## src/rtl/m_led_pattern.sv

```systemverilog
// Four-LED pattern animator: steps one pattern position per w_tick, and a
// debounced push button cycles through the four patterns.
module m_led_pattern #(
  parameter int unsigned DEBOUNCE = 2000000,
  parameter int unsigned DB_W     = 32
) (
  input  logic       w_clk,
  input  logic       w_rst,
  input  logic       w_tick,
  input  logic       w_btn,
  output logic [3:0] w_led,
  output logic [1:0] w_mode
);

  typedef enum logic {DIR_UP = 1'b0, DIR_DN = 1'b1} dir_e;

  localparam logic [DB_W-1:0] DB_LAST = DB_W'(DEBOUNCE - 1);

  logic            sync1, s_btn;
  logic            db_level, db_prev;
  logic [DB_W-1:0] db_cnt;
  logic            press;
  dir_e            dir, dir_nxt;
  logic [3:0]      led_nxt;
  logic [1:0]      mode_nxt;

  // w_btn is asynchronous; two flops before anything looks at it
  always_ff @(posedge w_clk) begin
    if (w_rst) begin
      sync1    <= 1'b0;
      s_btn    <= 1'b0;
      db_level <= 1'b0;
      db_prev  <= 1'b0;
      db_cnt   <= '0;
    end else begin
      sync1   <= w_btn;
      s_btn   <= sync1;
      db_prev <= db_level;
      if (s_btn != db_level) begin
        if (db_cnt == DB_LAST) begin
          db_level <= s_btn;
          db_cnt   <= '0;
        end else begin
          db_cnt <= db_cnt + 1'b1;
        end
      end else begin
        db_cnt <= '0;
      end
    end
  end

  // Rising edge of the debounced level; both terms are flops
  assign press = db_level & ~db_prev;

  always_ff @(posedge w_clk) begin
    if (w_rst) begin
      w_led  <= 4'b0000;
      w_mode <= 2'd0;
      dir    <= DIR_UP;
    end else begin
      w_led  <= led_nxt;
      w_mode <= mode_nxt;
      dir    <= dir_nxt;
    end
  end

  // A press reloads the pattern and swallows any tick in the same cycle
  always_comb begin
    led_nxt  = w_led;
    mode_nxt = w_mode;
    dir_nxt  = dir;
    if (press) begin
      mode_nxt = w_mode + 2'd1;
      case (mode_nxt)
        2'd0, 2'd1: led_nxt = 4'b0000;
        2'd2:       led_nxt = 4'b0001;
        default: begin
          led_nxt = 4'b0001;
          dir_nxt = DIR_UP;
        end
      endcase
    end else if (w_tick) begin
      case (w_mode)
        2'd0: led_nxt = ~w_led;
        2'd1: led_nxt = w_led + 4'd1;
        2'd2: led_nxt = {w_led[2:0], w_led[3]};
        default: begin
          if (dir == DIR_UP) begin
            led_nxt = {w_led[2:0], 1'b0};
            if (led_nxt == 4'b1000) dir_nxt = DIR_DN;
          end else begin
            led_nxt = {1'b0, w_led[3:1]};
            if (led_nxt == 4'b0001) dir_nxt = DIR_UP;
          end
        end
      endcase
    end
  end

endmodule

```

## config.mk

```make
export PLATFORM = sky130hd
export DESIGN_NAME = m_led_pattern
export DESIGN_NICKNAME = d
export VERILOG_FILES = /design/src/rtl/m_led_pattern.sv
export SDC_FILE = /design/constraint.sdc
export NUM_CORES = 1
export LEC_CHECK = 0
export ABC_AREA = 1
export BUFFER_PORTS_ARGS = -buffer_cell sky130_fd_sc_hd__buf_2
export CORE_MARGIN = 8
export CORE_UTILIZATION = 60
export DETAILED_ROUTE_END_ITERATION = 10
export PLACE_DENSITY = 0.82
export SYNTH_ARGS = -nofsm -noshare
export SYNTH_HDL_FRONTEND = slang
export SYNTH_SLANG_ARGS = --single-unit
```

## constraint.sdc

```tcl
create_clock -name w_clk -period 1.65 [get_ports w_clk]
set_input_delay 0.2475 -clock w_clk [delete_from_list [all_inputs] [get_ports w_clk]]
set_output_delay 0.2475 -clock w_clk [all_outputs]
set_load 0.02 [all_outputs]
```

==> metrics.md, run 1 <==
| Metric | Value |
|---|---|
| Status | finished clean |
| TritonRoute pass-1 iters | 5 |
| Leakage | between 0.9 and 1 nW |
| Post-synthesis sequential area ratio | between 30% and 40% |
| Hold Path Class | in2reg |
| Max Cap Viol | 0 |
| Std cell rows | 23 |
| Wire per inst | ~13 um |
| Die Span Y | between 70 and 80 um |
| CTS buffer count | 5 |
| Pre-CTS setup slack | 0.0304 ns |
| Filler instances | around 340 |
| Post-place instance area | 2570 sq um |
| Relative slew slack | approximately 76% |
| Antenna violations before repair | 0 |
| Main synth FF type | dfxtp_1 |
| Syn Nets | between 300 and 400 |
| Core area | ~3900 sq um |
| Synthesized flop and latch total | 43 |
| Internal | around 1.5 mW |
| Sequential Power Share | between 50% and 60% |
| Post-DP HPWL | between 4000 and 5000 um |
| Worst VDD drop | about 0.00067 V |
| Largest net degree at the start of global routing | 20 |
| Most frequent CP cell | nor2_4 |
| Final worst path period need | 1.58 ns |
| Synth top cells by count | 103 x nand2_1, 81 x nor2_1, 43 x dfxtp_1 |
| RSZ-0062 raised after global routing | no |
| Reg clk slew, reported paths | ~0.090 ns |
| Deepest clock path buffer count | 2 |
| Vias | around 2400 |
| Fin. Hold Viols | 0 |
| Synth cell types | 24 |
| Pwr/cell area | ~740 nW/um^2 |
| ANT nets after route | 0 |
| GR Util All Layers | around a fifth |
| Fin. max-slew vios | 0 |
| Residual DRC count | 0 |
| Post-layout util | a little over two thirds |
| Clock network fraction of total power | a little over two fifths |
| I/O Buffers | 9 |
| Die width | around 80 um |
| GRT overflow | 0 |
| Endpoints failing setup | 0 |
| Most numerous cell in the Yosys netlist | nand2_1 |
| Hold-fix buffers, CTS | 0 |
| Vias/cell | approximately 5.3 |
| Async SR Flop Fraction | 0% |
| Setup Skew | roughly 0.0094 ns |
| Peak Freq | between 0.6 and 0.7 GHz |
| Switch share | between 20% and 30% |
| Mapped Cells | around 380 |
| Sink Count | between 40 and 50 |
| Antenna Cells | 0 |
| Vias in the first global route | 2269 |
| Post-Syn Area per Cell | approximately 6.4 sq um |
| TritonCTS clock tree | done |
| Post-synth EDFFs | 0 |
| Net Sw Power | 0.479 mW |
| DIE AREA | between 6000 and 7000 sq um |
| H-tree depth | 2 |
| Slew @ Worst Pin | ~0.35 ns |
| Num ports | 10 |
| Crit Path Category | reg2reg |
| Iter 0 DRT Violations | ~230 |
| Yosys top cell by area | dfxtp_1 |
| Layout cells sized above 1 | about a tenth |
| Slowest-stage cell, CP | dfxtp_1 |
| Crit-path cells | ha_2 -> inv_1 -> nor2_4 -> nand2_2 -> nor2_4 -> nand3_2 -> nand2_4 -> clkbuf_16 -> a21oi_1 |
| Area growth syn-to-layout | 12.9% |
| Yosys warns | 0 |
| Worst-path maximum fanout | 9 |
| Period utilization | between 90% and 100% |
| Top cells by area, synth | dfxtp_1 35%, nand2_1 16%, nor2_1 13% |
| Critical Path AT | 1.78 ns |
| Clock root cell | clkbuf_8 |
| Initial core utilization | 61.7% |
| Synthesized area | roughly 2400 sq um |
| Number of nets in the layout | 410 |
| RD Place Congestion | 0.910 |
| Multi-input logic area | between 1000 and 1500 sq um |
| CP Data Required Time | 1.85 ns |
| Global-route wire length before repair | 9870 um |
| Final setup margin | roughly 0.074 ns |
| Total Wirelength | approximately 5700 um |
| TNS Setup | 0 ns |
| Fin area | ~2700 sq um |
| Nature of the critical path endpoint | register |
| Worst skew pair latency | between 0.3 and 0.4 ns |
| Register area | ~860 sq um |
| Top cell type's share of synthesized area | approximately 35% |
| CP startpoint kind | register |
| Total power draw | 2.02 mW |
| Combinational Power Share | around 4.3% |
| Crit-path max cell delay | ~0.36 ns |
[layer usage]
metal  up-vias  GRT usage (%)  part of all wire, %
met5         -              0                    0
met4         0           9.26                  2.7
met3        14           4.05                  6.9
met2        79           32.3                   47
met1      1070           22.5                   43
li1       1221              -                    -
[flip-flops by register name, indices dropped and copies added, names as in the netlist]
| signal | flops |
|---|---|
| dir | 1 |
| db_cnt | 32 |
| s_btn | 1 |
| db_level | 1 |
| w_led | 4 |
| db_prev | 1 |
| w_mode | 2 |
| sync1 | 1 |
[final timing paths]
kind / start / to / slack, ns / cells after the start
worst max-delay path: db_cnt[1] / db_cnt[22] / 0.07 / 9
worst min register to register: sync1 / s_btn / 0.41 / 2
worst min-delay path: w_btn / sync1 / 0.14 / 3
worst max register to register: db_cnt[1] / db_cnt[22] / 0.07 / 9
[critical path: cells and delay by family (launching register included)]
family                   cells  cell delay [ns]
buffers and inverters        2             0.24
AO/OA/AOI/OAI                1             0.04
flip-flops                   1             0.36
AND/OR/NAND/NOR              5             0.65
adder cells (fa/ha/maj)      1             0.19
[cell families (layout without fill, tap and decap cells)]
kind of cell / Yosys count / in the layout / synth area share, %
AND/OR/NAND/NOR: 228 / 228 / 39.1
flip-flops: 43 / 43 / 35.4
buffers and inverters: 46 / 68 / 8.03
adder cells (fa/ha/maj): 8 / 8 / 4.12
XOR/XNOR: 15 / 15 / 5.40
AO/OA/AOI/OAI: 37 / 37 / 7.93
[power groups by stage]
stage	Clock (mW)	Combinational, mW	Sequential (mW)
final	0.869	0.0869	1.06
after global routing	0.910	0.0978	1.07
after CTS	0.872	0.0824	1.06
after detailed placement	0	0.0819	1.09
after global placement	0	0.0811	1.09
after floorplan	0	0.0543	1.09
[what timing repair did]
item                                    in CTS  in global routing
endpoints found under the hold margin        0                  0
endpoints found under the setup margin       0                 31
resized for setup                            0                  6
setup buffers                                0                  1
[placed cells by master, fill, tap and decap left out, drive strengths merged]
cell    synthesis  final
inv            41     42
dfxtp          43     43
bufinv          0      1
xnor2           7      7
nand4           4      4
nand2         105    105
nand3          24     24
xor2            8      8
ha              8      8
clkbuf          2      6
clkinv          0      1
nor2           84     84
nor3            2      2
nand3b          6      6
a31oi           2      2
buf             3     18
o211ai          2      2
a21oi          27     27
o21ai           6      6
or2             2      2
and2            1      1
[per-stage QoR]
step,hold slack [ns],instances
floorplan,0.354,377
global placement,0.400,439
detailed placement,0.402,439
CTS,0.135,447
global route,0.138,449
finish,0.138,449
[layout make-up]
| type | instances | area share (%) |
|---|---|---|
| multi-input combinational | 288 | 50.8 |
| sequential | 43 | 31.4 |
| timing repair buffer | 19 | 5.75 |
| inverter | 41 | 5.61 |
| clock buffer | 5 | 2.51 |
| tap | 50 | 2.28 |
| clock inverter | 3 | 1.73 |
No activity file was read; power rests on OpenSTA's default activity.
==> run 2: changes to the inputs <==
Settings changed: ABC_AREA 1 to default, CORE_UTILIZATION 60 to 45, PLACE_DENSITY 0.82 to 0.65.
==> run 2 against run 1 <==
Effect of this change:
- first-iteration DRC count down 59%
- critical endpoint is now db_cnt[30]
- via count down 23%
- sequential share of layout area grew 1.6 points
- die area increased by 15%
- fmax fell by 1.2%
- setup slack lost 0.020 ns
- register-to-register slack worse by 0.02 ns
- clock skew hardly changed
- synthesized cell count is 32% lower
- core utilization is 13 points lower
- largest cell class unchanged
- hold slack gained 0.020 ns
==> metrics.md, run 2 <==
| Metric | Value |
|---|---|
| Vias in the first global route | 1727 (-24%) |
| Critical Path AT | 1.84 ns (+0.06 ns) |
| CTS buffer count | 5 (unchanged) |
| Critical Path Sink | db_cnt[30] |
| Final worst path period need | 1.60 ns (+0.0196 ns) |
| Slowest-stage cell, CP | dfxtp_4 |
| Wire per inst | 13.1 um (+2.2%) |
| Crit-path max cell delay | 0.37 ns (about the same) |
| Fin. max-slew vios | 0 (unchanged) |
| Compound-Gate Fraction of Synth Area | 6.61% (-1.3 points) |
| Worst VDD drop | 0.000431 V (-36%) |
| Synthesized area | 2180 sq um (-10%) |
| TritonRoute pass-1 iters | 4 (-1) |
| Post-synthesis sequential area ratio | 39.6% (+4.2 points) |
| Internal | 1.47 mW (-4.7%) |
| Initial core utilization | 46.4% (-15 points) |
| Largest net degree at the start of global routing | 14 (-30%) |
| Endpoints failing setup | 0 (unchanged) |
| Post-layout util | 56.6% (-13 points) |
| Net Sw Power | 0.427 mW (-11%) |
| Leakage | 1.01 nW (+9.0%) |
| Peak Freq | 0.627 GHz (-1.2%) |
| Synth cell types | 39 (+63%) |
| Post-DP HPWL | 3310 um (-22%) |
| Antenna Cells | 0 (unchanged) |
| Vias | 1825 (-23%) |
| Reg with most FFs | db_cnt |
| Total Wirelength | 4560 um (-21%) |
| Most common cell after layout, fill and taps aside | nor2_1 |
| Status | finished clean |
| Commonest cells after routing, fill and taps aside | 43 x nor2_1, 36 x dfxtp_1, 31 x buf_4 |
| Max Cap Viol | 0 (unchanged) |
| Worst Setup SP | db_cnt[1] |
| Sink Count | 43 (unchanged) |
| Synthesized flop and latch total | 43 (unchanged) |
| Largest registers | db_cnt x32, w_led x4, w_mode x2 |
| Hold Path Class | in2reg |
| Async SR Flop Fraction | 0% (unchanged) |
| Relative slew slack | 79.4% (+3.1 points) |
| Pwr/cell area | 714 nW/um^2 (-3.1%) |
| DIE AREA | 7320 sq um (+15%) |
| Placed cell count | 337 (-23%) |
| Crit-path cells | ha_4 -> nand4_1 -> buf_6 -> nor3_4 -> nand3_2 -> or3_1 -> a21oi_2 |
| Largest family of logic cells by synthesized area | simple AND/OR/NAND/NOR gates |
| Reg2reg end | db_cnt[30] |
| Total power draw | 1.90 mW (-6.2%) |
| Vias/cell | 5.23 (-1.5%) |
| Sequential Power Share | 55.6% (+2.9 points) |
| GRT overflow | 0 (unchanged) |
| Antenna violations before repair | 0 (unchanged) |
| Fin. Hold Viols | 0 (unchanged) |
| ANT nets after route | 0 (unchanged) |
| Syn Nets | 267 (-31%) |
| Reg clk slew, reported paths | 0.08 ns (about the same) |
| Layout cells sized above 1 | 25.1% (+15 points) |
| Synth Area in Adders | 4.60% (+0.48 points) |
| Yosys warns | 0 (unchanged) |
| Area growth syn-to-layout | 22.1% |
| Clock network fraction of total power | 39.1% (-3.9 points) |
| Max FFs per register | 32 (unchanged) |
| Top cells by area, synth | dfxtp_1 40%, xor2_1 8.1%, nor2_1 7.4% |
| Combinational Power Share | 5.2% (+0.9 points) |
| Synth top cells by count | 43 x dfxtp_1, 43 x nor2_1, 20 x xor2_1 |
| R2R cell count | 7 (-2) |
| Switch share | 22.5% (-1.2 points) |
| RD Place Congestion | 0.842 (-7.5%) |
| Clock root cell | clkbuf_8 |
| Yosys top cell by area | dfxtp_1 |
| Worst-path maximum fanout | 4 (-5) |
| Num ports | 10 (unchanged) |
| Main synth FF type | dfxtp_1 |
| Crit Path Category | reg2reg |
| Post-synthesis simple-gate area fraction | 32.4% (-6.7 points) |
| Period utilization | 96.7% (+1.2 points) |
| Post-Syn Area per Cell | 8.53 sq um (+32%) |
| Std cell rows | 25 (+8.7%) |
| Fin cells | 349 (-22%) |
| Deepest clock path buffer count | 2 (unchanged) |
| Multiplexer area fraction after synthesis | 0.518% (+0.52 points) |
| Post-Synth XOR/XNOR Area | 12.1% (+6.7 points) |
| Iter 0 DRT Violations | 93 (-59%) |
| Setup Skew | 0.00950 ns (+0.0000718 ns) |
| Core area | 4690 sq um (+19%) |
| Number of nets in the layout | 306 (-25%) |
| Global-route wire length before repair | 7680 um (-22%) |
| Slew @ Worst Pin | 0.308 ns (-0.0463 ns) |
| H-tree depth | 2 (unchanged) |
| Post-synth EDFFs | 0 (unchanged) |
| Top cell type's share of synthesized area | 39.6% (+4.2 points) |
| Die width | 85.5 um (+7.4%) |
| Reg-to-reg startpoint | db_cnt[1] |
| Nature of the critical path endpoint | register |
| Residual DRC count | 0 (unchanged) |
| Hold-fix buffers, CTS | 0 (unchanged) |
| TritonCTS clock tree | done |
| Die Span Y | 85.5 um (+7.4%) |
| Mapped Cells | 255 (-32%) |
| Flop-to-flop setup slack | 0.05 ns (-0.02 ns) |
| GR Util All Layers | 13.0% (-6.2 points) |
| I/O Buffers | 9 (unchanged) |
| CP Data Required Time | 1.90 ns (+0.05 ns) |
| CP startpoint kind | register |
| Worst skew pair latency | 0.30 ns (about the same) |
==> run 2: changes by cell type after synthesis, moves of 4 or more <==
cell,change
nand3b_1,-6
nand3_1,-5
xor2_1,+12
and3_1,+6
a21oi_1,-19
clkbuf_1,+4
nor2_1,-38
nand2_1,-88
inv_1,-27
nor2b_1,+5
nor4_1,+7
and4_1,+5
or3_1,+4
==> run 2: cell families after synthesis <==
logic type / after synthesis
AO/OA/AOI/OAI: 24
multiplexers: 1
flip-flops: 43
XOR/XNOR: 30
adder cells (fa/ha/maj): 8
buffers and inverters: 22
AND/OR/NAND/NOR: 127
==> run 2: worst min path at each step <==
stage / start / end / slack, ns / depth (start not counted)
floorplan: w_rst / db_prev / 0.33 / 1
global placement: sync1 / s_btn / 0.42 / 1
detailed placement: sync1 / s_btn / 0.43 / 1
CTS: w_btn / sync1 / 0.15 / 2
global route: w_btn / sync1 / 0.17 / 2
finish: w_btn / sync1 / 0.16 / 2
==> run 2: power by group through the flow <==
stage / clock (mW) / combinational, mW / sequential [mW]
floorplan: 0 / 0.0459 / 1.09
global placement: 0 / 0.0973 / 1.08
detailed placement: 0 / 0.0979 / 1.08
CTS: 0.769 / 0.0980 / 1.06
global route: 0.804 / 0.109 / 1.06
finish: 0.742 / 0.0994 / 1.05
==> run 2: metal layers <==
| metal | wire length (um) | vias to the layer above | global-route usage, % | part of all wire [%] |
|---|---|---|---|---|
| met2 | 1910 | 25 | 18.9 | 42 |
| met5 | 0 | - | 0 | 0 |
| met1 | 2450 | 845 | 17.5 | 54 |
| met3 | 110 | 7 | 3.15 | 2.4 |
| met4 | 84 | 0 | 6.37 | 1.8 |
| li1 | - | 948 | - | - |
==> run 2: per-stage QoR <==
stage / TNS, ns / area, sq um / hold WS, ns / setup slack (ns)
6_report: 0 / 2660 / 0.157 / 0.0545
5_1_grt: -0.135 / 2660 / 0.168 / -0.0458
4_1_cts: 0 / 2580 / 0.151 / 0.00292
3_5_place_dp: -0.484 / 2470 / 0.429 / -0.105
3_3_place_gp: -0.220 / 2470 / 0.416 / -0.0521
2_1_floorplan: 0 / 2180 / 0.328 / 0.00847
==> run 2: area by class of cell <==
cell class | count | area (sq um)
timing repair buffer | 42 | 300
multi-input combinational | 190 | 1260
tap | 54 | 67.6
sequential | 43 | 875
inverter | 12 | 45.0
clock buffer | 7 | 96.3
clock inverter | 1 | 7.51
fill | 441 | 2040
==> run 2: critical path, delay by kind of cell (launching register included) <==
kind | cells | cell delay, ns
adder cells (fa/ha/maj) | 1 | 0.14
buffers and inverters | 1 | 0.15
flip-flops | 1 | 0.37
AND/OR/NAND/NOR | 4 | 0.75
AO/OA/AOI/OAI | 1 | 0.11
==> run 2: what timing repair did <==
| item | CTS | global route |
|---|---|---|
| setup endpoints to repair | 8 | 30 |
| buffers inserted | 2 | 2 |
| pin swaps | 0 | 4 |
| hold endpoints to repair | 0 | 0 |
| gates resized for setup | 0 | 17 |
